[src/rtl/seq_det_pkg.sv]
// Shared helpers for the parametrised serial pattern detector: width helper,
// overlap-mode constants and the elaboration-time KMP transition function.
package seq_det_pkg;

    localparam int MODE_OVERLAP     = 1;
    localparam int MODE_NON_OVERLAP = 0;

    // Ceiling log2, minimum 0; used to size the progress state.
    function automatic int clog2(input int v);
        int r;
        r = 0;
        while ((1 << r) < v) r++;
        return r;
    endfunction

    // Next progress state from state k on bit xb. Covers both the match and
    // mismatch cases: the longest pattern prefix that is a suffix of
    // (k matched bits followed by xb). From a full match in non-overlap mode
    // the history is dropped and the search restarts from empty.
    function automatic int fail_next(input int k, input logic xb,
                                     input logic [7:0] pat, input int n,
                                     input int overlap);
        logic [8:0] seq;
        int         kk;
        int         len;
        int         best;
        bit         ok;
        kk = (k >= n && overlap == MODE_NON_OVERLAP) ? 0 : k;
        seq = '0;
        for (int i = 0; i < 8; i++)
            if (i < kk)
                seq = seq | (((9'(pat) >> (n - 1 - i)) & 9'd1) << i);
        seq  = seq | (9'(xb) << kk);
        len  = kk + 1;
        best = 0;
        for (int j = 1; j <= 8; j++) begin
            if (j <= n && j <= len) begin
                ok = 1'b1;
                for (int t = 0; t < 8; t++)
                    if (t < j &&
                        (((seq >> (len - j + t)) & 9'd1) !=
                         ((9'(pat) >> (n - 1 - t)) & 9'd1)))
                        ok = 1'b0;
                if (ok) best = j;
            end
        end
        return best;
    endfunction

endpackage

[src/rtl/seq_det_next_state.sv]
// Combinational next-state table for the detector. Every (state, bit) entry
// is a constant resolved at elaboration; the runtime logic is a mux.
module seq_det_next_state
    import seq_det_pkg::*;
#(
    parameter int           N       = 4,
    parameter logic [N-1:0] PATTERN = 4'b1011,
    parameter int           OVERLAP = MODE_OVERLAP,
    localparam int          SW      = clog2(N + 1)
) (
    input  logic [SW-1:0] s,
    input  logic          x,
    output logic [SW-1:0] nxt
);

    localparam logic [7:0] PAT8 = 8'(PATTERN);

    // OR-chain of per-state selections; states above N are unreachable and
    // fall through to 0.
    logic [SW-1:0] acc [0:N+1];
    assign acc[0] = '0;

    genvar k;
    generate
        for (k = 0; k <= N; k++) begin : g_state
            localparam logic [SW-1:0] NXT0 = SW'(fail_next(k, 1'b0, PAT8, N, OVERLAP));
            localparam logic [SW-1:0] NXT1 = SW'(fail_next(k, 1'b1, PAT8, N, OVERLAP));
            assign acc[k+1] = acc[k] | ((s == SW'(k)) ? (x ? NXT1 : NXT0) : '0);
        end
    endgenerate

    assign nxt = acc[N+1];

endmodule

[src/rtl/seq_detector_param.sv]
// Parametrised serial pattern detector: progress state register, Moore match
// flag and a saturating hit counter. Define SEQDET_MEALY_EN to add the
// combinational F_EARLY output that flags a match one cycle before F.
module seq_detector_param
    import seq_det_pkg::*;
#(
    parameter int           N       = 4,
    parameter logic [N-1:0] PATTERN = 4'b1011,
    parameter int           OVERLAP = MODE_OVERLAP,
    parameter int           CNT_W   = 8,
    localparam int          SW      = clog2(N + 1)
) (
    input  logic             CLK,
    input  logic             RESET,
    input  logic             VALID,
    input  logic             x,
`ifdef SEQDET_MEALY_EN
    output logic             F_EARLY,
`endif
    output logic             F,
    output logic [SW-1:0]    S,
    output logic [CNT_W-1:0] HIT_CNT
);

    localparam logic [SW-1:0] S_FULL = SW'(N);

    logic [SW-1:0]    st;
    logic [SW-1:0]    nxt;
    logic [CNT_W-1:0] cnt;

    seq_det_next_state #(
        .N       (N),
        .PATTERN (PATTERN),
        .OVERLAP (OVERLAP)
    ) u_next (
        .s   (st),
        .x   (x),
        .nxt (nxt)
    );

    // State advance and hit counting on accepted bits; reset wins over VALID.
    always_ff @(posedge CLK) begin
        if (!RESET) begin
            st  <= '0;
            cnt <= '0;
        end else if (VALID) begin
            st <= nxt;
            if (nxt == S_FULL && cnt != '1)
                cnt <= cnt + CNT_W'(1);
        end
    end

    assign S       = st;
    assign F       = (st == S_FULL);
    assign HIT_CNT = cnt;

`ifdef SEQDET_MEALY_EN
    assign F_EARLY = VALID & RESET & (nxt == S_FULL);
`endif

endmodule

[config.mk]
export PLATFORM = sky130hd
export DESIGN_NAME = seq_detector_param
export DESIGN_NICKNAME = d
export VERILOG_FILES = /design/src/rtl/seq_det_pkg.sv /design/src/rtl/seq_det_next_state.sv /design/src/rtl/seq_detector_param.sv
export SDC_FILE = /design/constraint.sdc
export NUM_CORES = 1
export LEC_CHECK = 0
export BUFFER_PORTS_ARGS = -buffer_cell sky130_fd_sc_hd__buf_2
export CAP_MARGIN = 20
export CORE_AREA = 2 2 39 41
export CTS_CLUSTER_DIAMETER = 60
export CTS_CLUSTER_SIZE = 16
export DETAILED_ROUTE_END_ITERATION = 7
export DIE_AREA = 0 0 41 43
export HOLD_SLACK_MARGIN = 0.06
export PLACE_DENSITY = 0.69
export SETUP_SLACK_MARGIN = 0.2
export SYNTH_ARGS = -nofsm -noshare
export SYNTH_HDL_FRONTEND = slang
export SYNTH_SLANG_ARGS = --single-unit
[constraint.sdc]
create_clock -name CLK -period 2.5 [get_ports CLK]
set_clock_uncertainty 0.15 [all_clocks]
set_input_delay 0.125 -clock CLK [delete_from_list [all_inputs] [get_ports CLK]]
set_output_delay 0.125 -clock CLK [all_outputs]
set_load 0.005 [all_outputs]
# Yosys cells after proc, flatten, opt, wreduce, memory -nomap -nowiden

Cells that the tools add are included.

Add/subtract/negate cells: 1
$mul: 0
Divide/modulo/power cells: 0
Order comparisons: 0
Eq/ne operators: 6
Shifts and indexed selects: 0
Mux-type cells: 9
Bitwise operators: 4
Reductions and logical operators: 3

Operators by type and width:

| kind                  | number |
|---|---|
| $mux W3               | 6 |
| $or A3 B3 Y3          | 4 |
| $add A8 B1 Y8 const B | 1 |
| $ne A8 B8 Y1 const B  | 1 |
| $eq A3 B2 Y1 const B  | 2 |
| $eq A3 B3 Y1 const B  | 2 |
| $mux W2               | 2 |
| $eq A3 B1 Y1 const B  | 1 |
| $logic_not A3 Y1      | 1 |
| $reduce_and A2 Y1     | 1 |
| $logic_and A1 B1 Y1   | 1 |
| $mux W1               | 1 |

Flip-flop bits (word level): 11
Bits in latches: 0
Bits in writable memories: 0
Memory bits (read-only): 0
Input bits: 4
Output and inout port bits: 12
Logic and storage cells: 25
Memories kept: 0

# Logic depth before layout (Yosys ltp)

Depth after elaboration: 9
Gate-level depth with buffers: 6
Mapped depth without buffers: 5

# Hierarchy

Synthesis repeated with hierarchy kept, for this count alone.

Cell total of the unflattened synthesis: 62
Area total of the unflattened synthesis: 555.5 sq um

By module, submodules not included:

| module             | instances | cells each | area an instance (sq um) | sequential area each (sq um) |
|---|---|---|---|---|
| seq_detector_param | 1         | 54         | 495.5                    | 220.2 |
| seq_det_next_state | 1         | 8          | 60.1                     | 0.0 |

# Worst setup path after synthesis

No wires, ideal clock.

Kind: register -> register
From: register cnt[0], in the netlist HIT_CNT[0]
To: register cnt[4], in the netlist HIT_CNT[4]
Library setup time: 0.072 ns
Data arrival time: 1.421 ns
Required time: 2.278 ns
Slack: 0.857 ns
Cell stages (with the launch flop): 7
Path buffers: 1
Period minus slack after synthesis: 1.643 ns
Path through: dfxtp_1 -> ha_1 -> nand3_1 -> o2111ai_2 -> buf_6 -> or3_1 -> a21oi_1

Word-level cells in the longest chain between the ends: 3
Elaborated cells on any way between the ends: 4
Classes of those cells: 1 x add/sub; 1 x eq/ne; 2 x reduce/logical

Ends and longest elaborated chain:

| what                                                                  | line                     | RTL |
|---|---|---|
| from (decl)                                                           | seq_detector_param.sv:29 | `logic [CNT_W-1:0] cnt;` |
| from (signal assigned)                                                | seq_detector_param.sv:49 | `cnt <= cnt + CNT_W'(1);` |
| parallel branches: the longest is 3 deep, another holds $add A8 B1 Y8 | n/a                      |  |

Several ways; the timed one is not identified.
A chain may end at the register's enable or synchronous reset.

# Final worst setup path

From: register cnt[0], in the netlist HIT_CNT[0]
To: register cnt[5], in the netlist HIT_CNT[5]

Same word-level chain as after synthesis.

==> impl_metrics.py <==
metrics = {
    "clock_tree": {
        "cts_tree": "built",
        "clk_path_buf_depth": 2,
        "clk_latency_ns": 0.26,
        "clock_sinks": 11,
        "cts.reportedPaths.clkPinSlew_ns": 0.07,
        "cts-root-buf": "clkbuf_4",
        "htree_levels": 1,
        "cts_made_buffers": 3,
    },
    "setup_path": {
        "crit_chain": "ha_1 -> nand3_1 -> o2111ai_2 -> or4_1 -> a21oi_1",
        "arrival_ns": 1.96,
        "critPathMaxFanout": 14,
        "slowest_delay_ns": 0.57,
        "start_kind": "flip-flop",
        "cpMaxStageDelayCell": "or4_1",
        "reg2reg_slack_ns": 0.58,
        "crit_path_end_kind": "flip-flop",
        "required_ns": 2.54,
        "critPathKind": "reg -> reg",
    },
    "synthesis": {
        "yosys.area.top_type": "dfxtp_1",
        "synth_area_leaders": "dfxtp_1 40%, a21oi_1 7.3%, nand3_1 4.6%, o31ai_1 4.1%, or4_1 4.1%",
        "synth_area_um2": 547,
        "ys_seq_area_share_pct": 40.3,
        "ys.flop_type": "dfxtp_1",
        "post-synth-top-count-cell": "dfxtp_1",
        "synthCells": 63,
        "synth_warnings": 0,
        "synth_edf_count": 0,
        "synth_top_area_share_pct": 40.3,
        "ys_async_sr_fraction_pct": 0,
        "synth.net_count": 68,
        "synth.distinct_cells": 27,
        "ys_ff_latch": 11,
        "synthTopCellsByCount": "11 x dfxtp_1, 8 x a21oi_1, 5 x nand3_1",
        "avgSynthCellArea_um2": 8.68,
    },
    "power_and_ir_drop": {
        "p_per_area_nw_per_um2": 471,
        "p_leak_nw": 0.264,
        "vdd_ir_drop_max_mv": 0.226,
    },
    "drt": {
        "vias": 537,
        "ant_nets": 0,
        "post_drt_wl_per_cell_um": 11.5,
        "first_iter_violations": 9,
        "drc": 0,
        "drt-total-wl_mm": 1.13,
        "vias_per_cell": 5.48,
        "first_pass_iters": 4,
    },
    "cells_and_area": {
        "finalInstanceArea_um2": 667,
        "area_growth_pct": 22.0,
        "antennaDiodeCount": 0,
        "multi_input_area_um2": 304,
        "drive_gt1_share_pct": 23.2,
        "regArea_um2": 220,
        "final_nets": 88,
        "fillerInstances": 138,
        "fin_util_pct": 48.2,
    },
    "timing": {
        "finalWorstSetupSlack_ns": 0.580,
        "min_period_ns": 1.92,
        "final_hold_viol_count": 0,
        "tightest_slew_ns": 0.561,
        "period_share_pct": 76.8,
        "relSlewSlack_pct": 62.6,
        "setup_viol": 0,
        "slew_violations": 0,
        "fin_setup_tns_ns": 0,
        "rsz0062_at_grt": "false",
        "fmax_ghz": 0.521,
    },
    "die": {
        "floorplan.initialDensity_pct": 39.5,
        "core-area_um2": 1380,
        "dieArea_um2": 1760,
        "die_y_um": 43,
        "num_rows": 14,
        "fp.dieW_um": 41,
        "ios": 16,
    },
    "global_route": {
        "grt_pass1_vias": 451,
        "overflow": 0,
        "grt_max_degree": 15,
        "grt.total_usage_pct": 15.7,
        "grt_pass1_wl_mm": 1.83,
        "antenna_found_initial": 0,
    },
    "min_path": {
        "hold_class": "in -> reg",
    },
    "place": {
        "dpl_cell_area_um2": 631,
        "portBuffers": 15,
        "post-place-ws_ns": 0.607,
        "hpwl_um": 789,
        "routabilityCongestion": 0.675,
    },
    "run": {
        "maxCapViolations": 0,
    },
    "status": {
        "status": "finished, final reports clean",
    },
}
## registers in the layout, summed over array words and instances (netlist names)
name	flops
HIT_CNT	8
S	3
## area by class of cell
class                           instances  share of cell area, %
Inverter                                3                   1.69
Sequential cell                        11                   33.0
Timing Repair Buffer                   16                   12.8
Multi-Input combinational cell         48                   45.6
Clock buffer                            4                   3.94
Tap cell                               16                   3.00
## per-stage QoR
| step | hold slack (ns) | power [mW] | std cells |
|---|---|---|---|
| 5_1_grt | 0.165 | 0.333 | 98 |
| 6_report | 0.117 | 0.314 | 98 |
| 3_3_place_gp | 0.213 | 0.199 | 93 |
| 4_1_cts | 0.116 | 0.320 | 98 |
| 3_5_place_dp | 0.213 | 0.200 | 93 |
| 2_1_floorplan | 0.0967 | 0.191 | 63 |
## layout by cell type (no fill, tap or decap), types with 2 or more instances in the layout
| cell type | count |
|---|---|
| nand3_1 | 5 |
| clkbuf_4 | 3 |
| or4_1 | 3 |
| nor2_1 | 3 |
| or3_1 | 3 |
| o21ai_0 | 4 |
| nand2_1 | 4 |
| dfxtp_1 | 11 |
| o31ai_1 | 3 |
| inv_1 | 2 |
| a21oi_1 | 8 |
| buf_2 | 15 |
## critical path, delay by kind of cell, from the launching register on
family	cells	cell delay (ns)
and+or+nand+nor	2	0.67
AOI/OAI and AO/OA	2	0.44
DFF	1	0.34
adders and majority gates	1	0.24
## metal layers
layer,track usage [%],routed length [µm],vias up
met5,0,0,-
met4,10.0,9,0
met3,6.28,64,2
met2,21.9,523,15
met1,19.1,527,245
li1,-,-,275
## final timing paths
path	from	depth (start not counted)	endpoint
min reg2reg	HIT_CNT[6]	2	HIT_CNT[6]
max	HIT_CNT[0]	5	HIT_CNT[5]
max reg2reg	HIT_CNT[0]	5	HIT_CNT[5]
min	VALID	4	S[0]
## cell families (layout without fill, tap and decap cells)
group	after synthesis	after routing	synth area share, %
flip-flops	11	11	40.3
XOR/XNOR	1	1	1.60
AND/OR/NAND/NOR	26	26	27.9
adder cells (fa/ha/maj)	1	1	2.29
multiplexers	1	1	1.83
buffers and inverters	4	23	4.12
AO/OA/AOI/OAI	19	19	22.0
## power breakdown
group,internal (mW),switching (mW),leakage [nW],total (mW)
Sequential,0.177,0.00337,0.0888,0.180
Clock,0.0616,0.0559,0.0150,0.118
Combinational,0.00770,0.00893,0.160,0.0166
Total,0.246,0.0682,0.264,0.314
## timing repair
action                                 CTS  global route
buffers inserted                         0             0
setup endpoints to repair                0             0
hold buffers                             1             0
endpoints found under the hold margin    2             0
gates resized for setup                  0             0
Note: power is estimated with default switching activity, not from simulation.
